$ cat config.mk
export PLATFORM = sky130hd
export DESIGN_NAME = rw_regfile_sb
export DESIGN_NICKNAME = d
export VERILOG_FILES = /design/src/rtl/rw_pkg.sv /design/src/rtl/rw_hold_buf.sv /design/src/rtl/rw_regfile_sb.sv
export SDC_FILE = /design/constraint.sdc
export NUM_CORES = 1
export LEC_CHECK = 0
export ABC_CLOCK_PERIOD_IN_PS = 12900
export BUFFER_PORTS_ARGS = -buffer_cell sky130_fd_sc_hd__buf_2
export CAP_MARGIN = 20
export CORE_MARGIN = 2
export CORE_UTILIZATION = 64
export DETAILED_ROUTE_END_ITERATION = 12
export PLACE_DENSITY = 0.83
export SKIP_LAST_GASP = 1
export SLEW_MARGIN = 10
export SYNTH_ARGS = -nofsm -noshare
export SYNTH_HDL_FRONTEND = slang
export SYNTH_SLANG_ARGS = --single-unit
$ cat constraint.sdc
create_clock -name Clk -period 12.9 [get_ports Clk]
set_input_delay 1.935 -clock Clk [delete_from_list [all_inputs] [get_ports Clk]]
set_output_delay 1.935 -clock Clk [all_outputs]
set_load 0.03 [all_outputs]
$ cat src/rtl/rw_pkg.sv
// Shared defaults and write-port selector type for the rw_regfile_sb register file.
package rw_pkg;

   localparam int XLEN_DEF   = 32;
   localparam int NREGS_DEF  = 16;
   localparam int PC_INC_DEF = 4;

   typedef enum logic [1:0] {
      WB_NONE,
      WB_PRI,
      WB_HOLD,
      WB_LD
   } wb_sel_e;

   // Call write-back targets the top register unless overridden.
   function automatic int link_reg_def(input int nregs);
      return nregs - 1;
   endfunction

endpackage

$ cat src/rtl/rw_hold_buf.sv
// One-entry holding register for a load beat that lost the write port to a primary write.
module rw_hold_buf #(
   parameter int XLEN = 32,
   parameter int AW   = 4
) (
   input  logic            clk_i,
   input  logic            reset_i,
   input  logic            capture_i,
   input  logic            drain_i,
   input  logic [AW-1:0]   rd_i,
   input  logic [XLEN-1:0] data_i,
   output logic            full_o,
   output logic [AW-1:0]   rd_o,
   output logic [XLEN-1:0] data_o
);

   logic            full_q;
   logic [AW-1:0]   rd_q;
   logic [XLEN-1:0] data_q;

   always_ff @(posedge clk_i) begin
      if (reset_i) begin
         full_q <= 1'b0;
      end else if (capture_i) begin
         full_q <= 1'b1;
      end else if (drain_i) begin
         full_q <= 1'b0;
      end
   end

   // Payload needs no reset: it is only observed while full_q is set.
   always_ff @(posedge clk_i) begin
      if (capture_i) begin
         rd_q   <= rd_i;
         data_q <= data_i;
      end
   end

   assign full_o = full_q;
   assign rd_o   = rd_q;
   assign data_o = data_q;

endmodule

$ cat src/rtl/rw_regfile_sb.sv
// Register file with write-back arbitration, load hold buffer, busy scoreboard and read bypass.
module rw_regfile_sb
   import rw_pkg::*;
#(
   parameter int  XLEN     = XLEN_DEF,
   parameter int  NREGS    = NREGS_DEF,
   parameter int  NRP      = 2,
   parameter int  LINK_REG = link_reg_def(NREGS),
   parameter int  PC_INC   = PC_INC_DEF,
   parameter bit  BYPASS   = 1'b1,
   localparam int AW       = $clog2(NREGS)
) (
   input  logic              Clk,
   input  logic              reset,
   input  logic              isWb,
   input  logic              isCall,
   input  logic [AW-1:0]     Rd,
   input  logic [XLEN-1:0]   aluResult,
   input  logic [XLEN-1:0]   pc_current,
   input  logic              ld_valid,
   input  logic [AW-1:0]     ld_rd,
   input  logic [XLEN-1:0]   ld_data,
   output logic              ld_ready,
   input  logic              iss_valid,
   input  logic [AW-1:0]     iss_rd,
   input  logic [NRP*AW-1:0] rd_addr,
   output logic [NRP*XLEN-1:0] rd_data,
   output logic [NRP-1:0]    rd_busy
);

   localparam logic [AW-1:0] LINK_A = AW'(LINK_REG);

   logic [XLEN-1:0]  regs_q [NREGS];
   logic [NREGS-1:0] busy_q, busy_d;

   logic            hold_full, hold_capture, hold_drain;
   logic [AW-1:0]   hold_rd;
   logic [XLEN-1:0] hold_data;

   logic            ld_live;
   wb_sel_e         wb_sel;
   logic [AW-1:0]   pri_addr, wr_addr;
   logic [XLEN-1:0] pri_data, wr_data;
   logic            wr_en;

   rw_hold_buf #(.XLEN(XLEN), .AW(AW)) u_hold (
      .clk_i    (Clk),
      .reset_i  (reset),
      .capture_i(hold_capture),
      .drain_i  (hold_drain),
      .rd_i     (ld_rd),
      .data_i   (ld_data),
      .full_o   (hold_full),
      .rd_o     (hold_rd),
      .data_o   (hold_data)
   );

   assign ld_ready = !hold_full;
   // Loads to R0 are accepted but never take the write port or the buffer.
   assign ld_live  = ld_valid && !hold_full && (ld_rd != '0);

   assign pri_addr = isCall ? LINK_A : Rd;
   assign pri_data = isCall ? (pc_current + XLEN'(PC_INC)) : aluResult;

   always_comb begin
      wb_sel       = WB_NONE;
      hold_capture = 1'b0;
      hold_drain   = 1'b0;
      wr_addr      = pri_addr;
      wr_data      = pri_data;
      if (isWb) begin
         wb_sel       = WB_PRI;
         hold_capture = ld_live;
      end else if (hold_full) begin
         wb_sel     = WB_HOLD;
         hold_drain = 1'b1;
         wr_addr    = hold_rd;
         wr_data    = hold_data;
      end else if (ld_live) begin
         wb_sel  = WB_LD;
         wr_addr = ld_rd;
         wr_data = ld_data;
      end
   end

   assign wr_en = (wb_sel != WB_NONE) && (wr_addr != '0);

   always_ff @(posedge Clk) begin
      if (reset) begin
         for (int i = 0; i < NREGS; i++) regs_q[i] <= '0;
      end else if (wr_en) begin
         regs_q[wr_addr] <= wr_data;
      end
   end

   // Issue is applied after the write clear so a same-register issue keeps busy set.
   always_comb begin
      busy_d = busy_q;
      if (wr_en) busy_d[wr_addr] = 1'b0;
      if (iss_valid) busy_d[iss_rd] = 1'b1;
      busy_d[0] = 1'b0;
   end

   always_ff @(posedge Clk) begin
      if (reset) busy_q <= '0;
      else       busy_q <= busy_d;
   end

   for (genvar k = 0; k < NRP; k++) begin : g_rd
      logic [AW-1:0]   ra;
      logic [XLEN-1:0] rdat;
      logic            rbsy;

      assign ra = rd_addr[k*AW +: AW];

      always_comb begin
         rdat = regs_q[ra];
         rbsy = busy_q[ra];
         if (ra == '0) begin
            rdat = '0;
            rbsy = 1'b0;
         end else if (BYPASS && wr_en && (ra == wr_addr)) begin
            rdat = wr_data;
            rbsy = iss_valid && (iss_rd == ra);
         end
      end

      assign rd_data[k*XLEN +: XLEN] = rdat;
      assign rd_busy[k]              = rbsy;
   end

endmodule

==> flow_summary.json <==
{
  "ff2ff_setup_slack_ns": 8.63,
  "antenna_found_initial": 1,
  "cts_buffers": 57,
  "place_ws_ns": 4.59,
  "start_util_pct": 64.6,
  "grt_pass1_vias": 23769,
  "hold_viol_final": 0,
  "final_util_pct": 71.7,
  "design_area_sq_mm": 0.0341,
  "timing.critical_path.buf_inv": 3,
  "cp-end-kind": "output port",
  "cp.required_ns": 10.97,
  "slew_viol_final": 0,
  "clock.fmax_mhz": 119,
  "cp_slowest_cell": "nor4b_4",
  "drcViolationCount": 0,
  "arrival_ns": 6.45,
  "synth-edff-count": 548,
  "cts_hold_buf": 0,
  "cellPowerDensity_mw_per_mm2": 135,
  "fp.dieH_microns": 223,
  "max-vdd-ir-drop_v": 0.000127,
  "max_slew_margin_pct": 26.5,
  "synth_largest_area_cell": "edfxtp_1",
  "fin_skew_ns": 0.0131,
  "ios": 189,
  "synth_top_family_by_area": "multiplexers",
  "setup_viol": 0,
  "port_buffers": 188,
  "synth.area.top_cells": "edfxtp_1 (54%), mux4_2 (19%), nor2_1 (7.4%)",
  "placed_cell_area_sq_mm": 0.0323,
  "grt_usage_pct": 41.8,
  "ys_top_cells_by_count": "nor2_1 (608), edfxtp_1 (548), mux4_2 (259)",
  "cp_slowest_stage_delay_ns": 0.91,
  "cts_resized": 0,
  "die_x_microns": 223,
  "synthToLayoutAreaGrowth_pct": 11.1,
  "overflow": 0,
  "drv_cap": 0,
  "die-area_sq_mm": 0.0497,
  "first_pass_iters": 8,
  "drive_gt1_share_pct": 26.5,
  "synthFlopType": "edfxtp_1",
  "setup_ws_ns": 4.52,
  "clkTransAtPathRegs_ns": 0.06,
  "diodes": 0,
  "netlist.area_leader.share_pct": 53.6,
  "outcome": "completed",
  "p_leak_nw": 12.7,
  "cpMostUsedCell": "buf_2",
  "antenna_left": 0,
  "synthCells": 2300,
  "crit_chain": "buf_2 -> or2_2 -> a222oi_1 -> a21oi_1 -> or4b_4 -> nor4b_4 -> buf_4 -> mux2_1 -> nor2_1 -> buf_2",
  "netlist_area_sq_mm": 0.0307,
  "yosys.area_share.adder_pct": 0.0408,
  "final.period_utilization_pct": 65.0,
  "fin_setup_tns_ns": 0,
  "synth.most_common_cell": "nor2_1",
  "layout.nets": 2557,
  "via_count": 23594,
  "wl_microns": 104000,
  "clockBufferDepth": 3,
  "initialDrtViolationCount": 4378,
  "rsz0062_at_grt": "false",
  "wl_per_cell_microns": 33.5,
  "path_max_fanout": 38,
  "synth.distinct_cells": 67,
  "rows": 80,
  "htree_levels": 2,
  "worst_pin_slew_ns": 1.10,
  "path_class": "in2out",
  "clock_latency_ns": 0.65,
  "muxShareOfSynthArea_pct": 23.3,
  "core-area_sq_mm": 0.0475,
  "syn_avg_cell_area_sq_um": 13.3,
  "yosysWarnings": 0,
  "grt_start_max_net_pins": 111,
  "cts-root-buf": "clkbuf_16",
  "cts_tree": "built",
  "ys_seq_area_share_pct": 54.7,
  "dp_hpwl_microns": 58200,
  "gp_congestion": 0.927,
  "crit_family": "simple AND/OR/NAND/NOR gates",
  "critPathLaunchType": "input pin",
  "hold_path_class": "reg2reg",
  "postCtsSetupRepairBufs": 0,
  "synth-xor-area-share_pct": 1.03,
  "vias_per_cell": 7.62,
  "synth_compound_area_share_pct": 6.80,
  "nFillCells": 2923,
  "synthArstFlopShare_pct": 0,
  "grt_pass1_wl_microns": 150000,
  "ys_seq_elements": 564,
  "yosys.area_share.simple_pct": 10.5,
  "period_needed_ns": 8.38,
  "numClockSinks": 564
}
[worst register-to-register path: stages, from the launching register on]
cell and delay (ns):
dfxtp_1 0.72, nor3b_2 0.18, a222oi_1 0.90, nor3b_1 0.66, and2_1 0.35, nand3_2 0.57
buf_4 0.52, nor2_1 0.20
[per-stage QoR]
stage | hold slack (ns) | total power (W) | std cells
5_1_grt | 0.511 | 0.00470 | 3097
3_3_place_gp | 0.455 | 0.00297 | 2982
4_1_cts | 0.486 | 0.00457 | 3092
6_report | 0.491 | 0.00462 | 3097
2_1_floorplan | 0.440 | 0.00272 | 2331
3_5_place_dp | 0.478 | 0.00300 | 2985
[layout by cell type, fill, tap and decap left out, drive strengths merged, types with 24 or more instances in the layout]
cell / instances
nor2: 608
a22oi: 28
a221oi: 56
conb: 32
mux4: 259
a21o: 25
clkinv: 33
inv: 40
nand2b: 24
o21ai: 38
mux2i: 114
nand2: 39
a211oi: 25
clkbuf: 72
nand3: 29
edfxtp: 548
a21oi: 32
buf: 261
[path summary, 6_finish.rpt]
check                        startpoint                           end  depth (start not counted)
min               busy_q[10]$_SDFF_PP0_         busy_q[10]$_SDFF_PP0_                          2
min reg2reg       busy_q[10]$_SDFF_PP0_         busy_q[10]$_SDFF_PP0_                          2
max reg2reg  u_hold.full_o$_SDFFE_PP0P_  regs_q[13][28]$_SDFFCE_PN0P_                          7
max                              isCall                   rd_data[13]                         10
[layout make-up]
cell class	instances	area (sq um)	area share, %
Clock buffer	71	1500	4.40
Inverter	41	154	0.451
Multi-Input combinational cell	1508	13000	38.3
Tap cell	615	769	2.26
Sequential cell	564	16800	49.2
Clock inverter	36	264	0.774
Timing Repair Buffer	262	1600	4.68
[layer usage]
layer / global-route usage (%) / up-vias / wire [microns]
met5: 0 / - / 11
met4: 25.9 / 2 / 7690
met3: 12.6 / 671 / 16900
met2: 65.2 / 2507 / 47500
met1: 51.9 / 11343 / 31700
li1: - / 9071 / -
[sequential cells by signal, indices dropped and copies added, names as in the netlist]
register,flops
busy_q,15
u_hold.full_o,1
u_hold.data_o,32
regs_q,512
u_hold.rd_o,4
[kinds of logic after synthesis]
logic type	Yosys count
buffers and inverters	259
muxes	390
and+or+nand+nor	772
AOI/OAI and AO/OA	277
xor gates and xnor gates	36
adders and majority gates	1
DFF	564
other	1
[where the power goes]
group | internal, W | total [W] | switching (W)
logic | 0.000287 | 0.000824 | 0.000537
registers | 0.00212 | 0.00218 | 0.0000581
clock network | 0.000882 | 0.00161 | 0.000731
No activity file was read; power rests on OpenSTA's default activity.
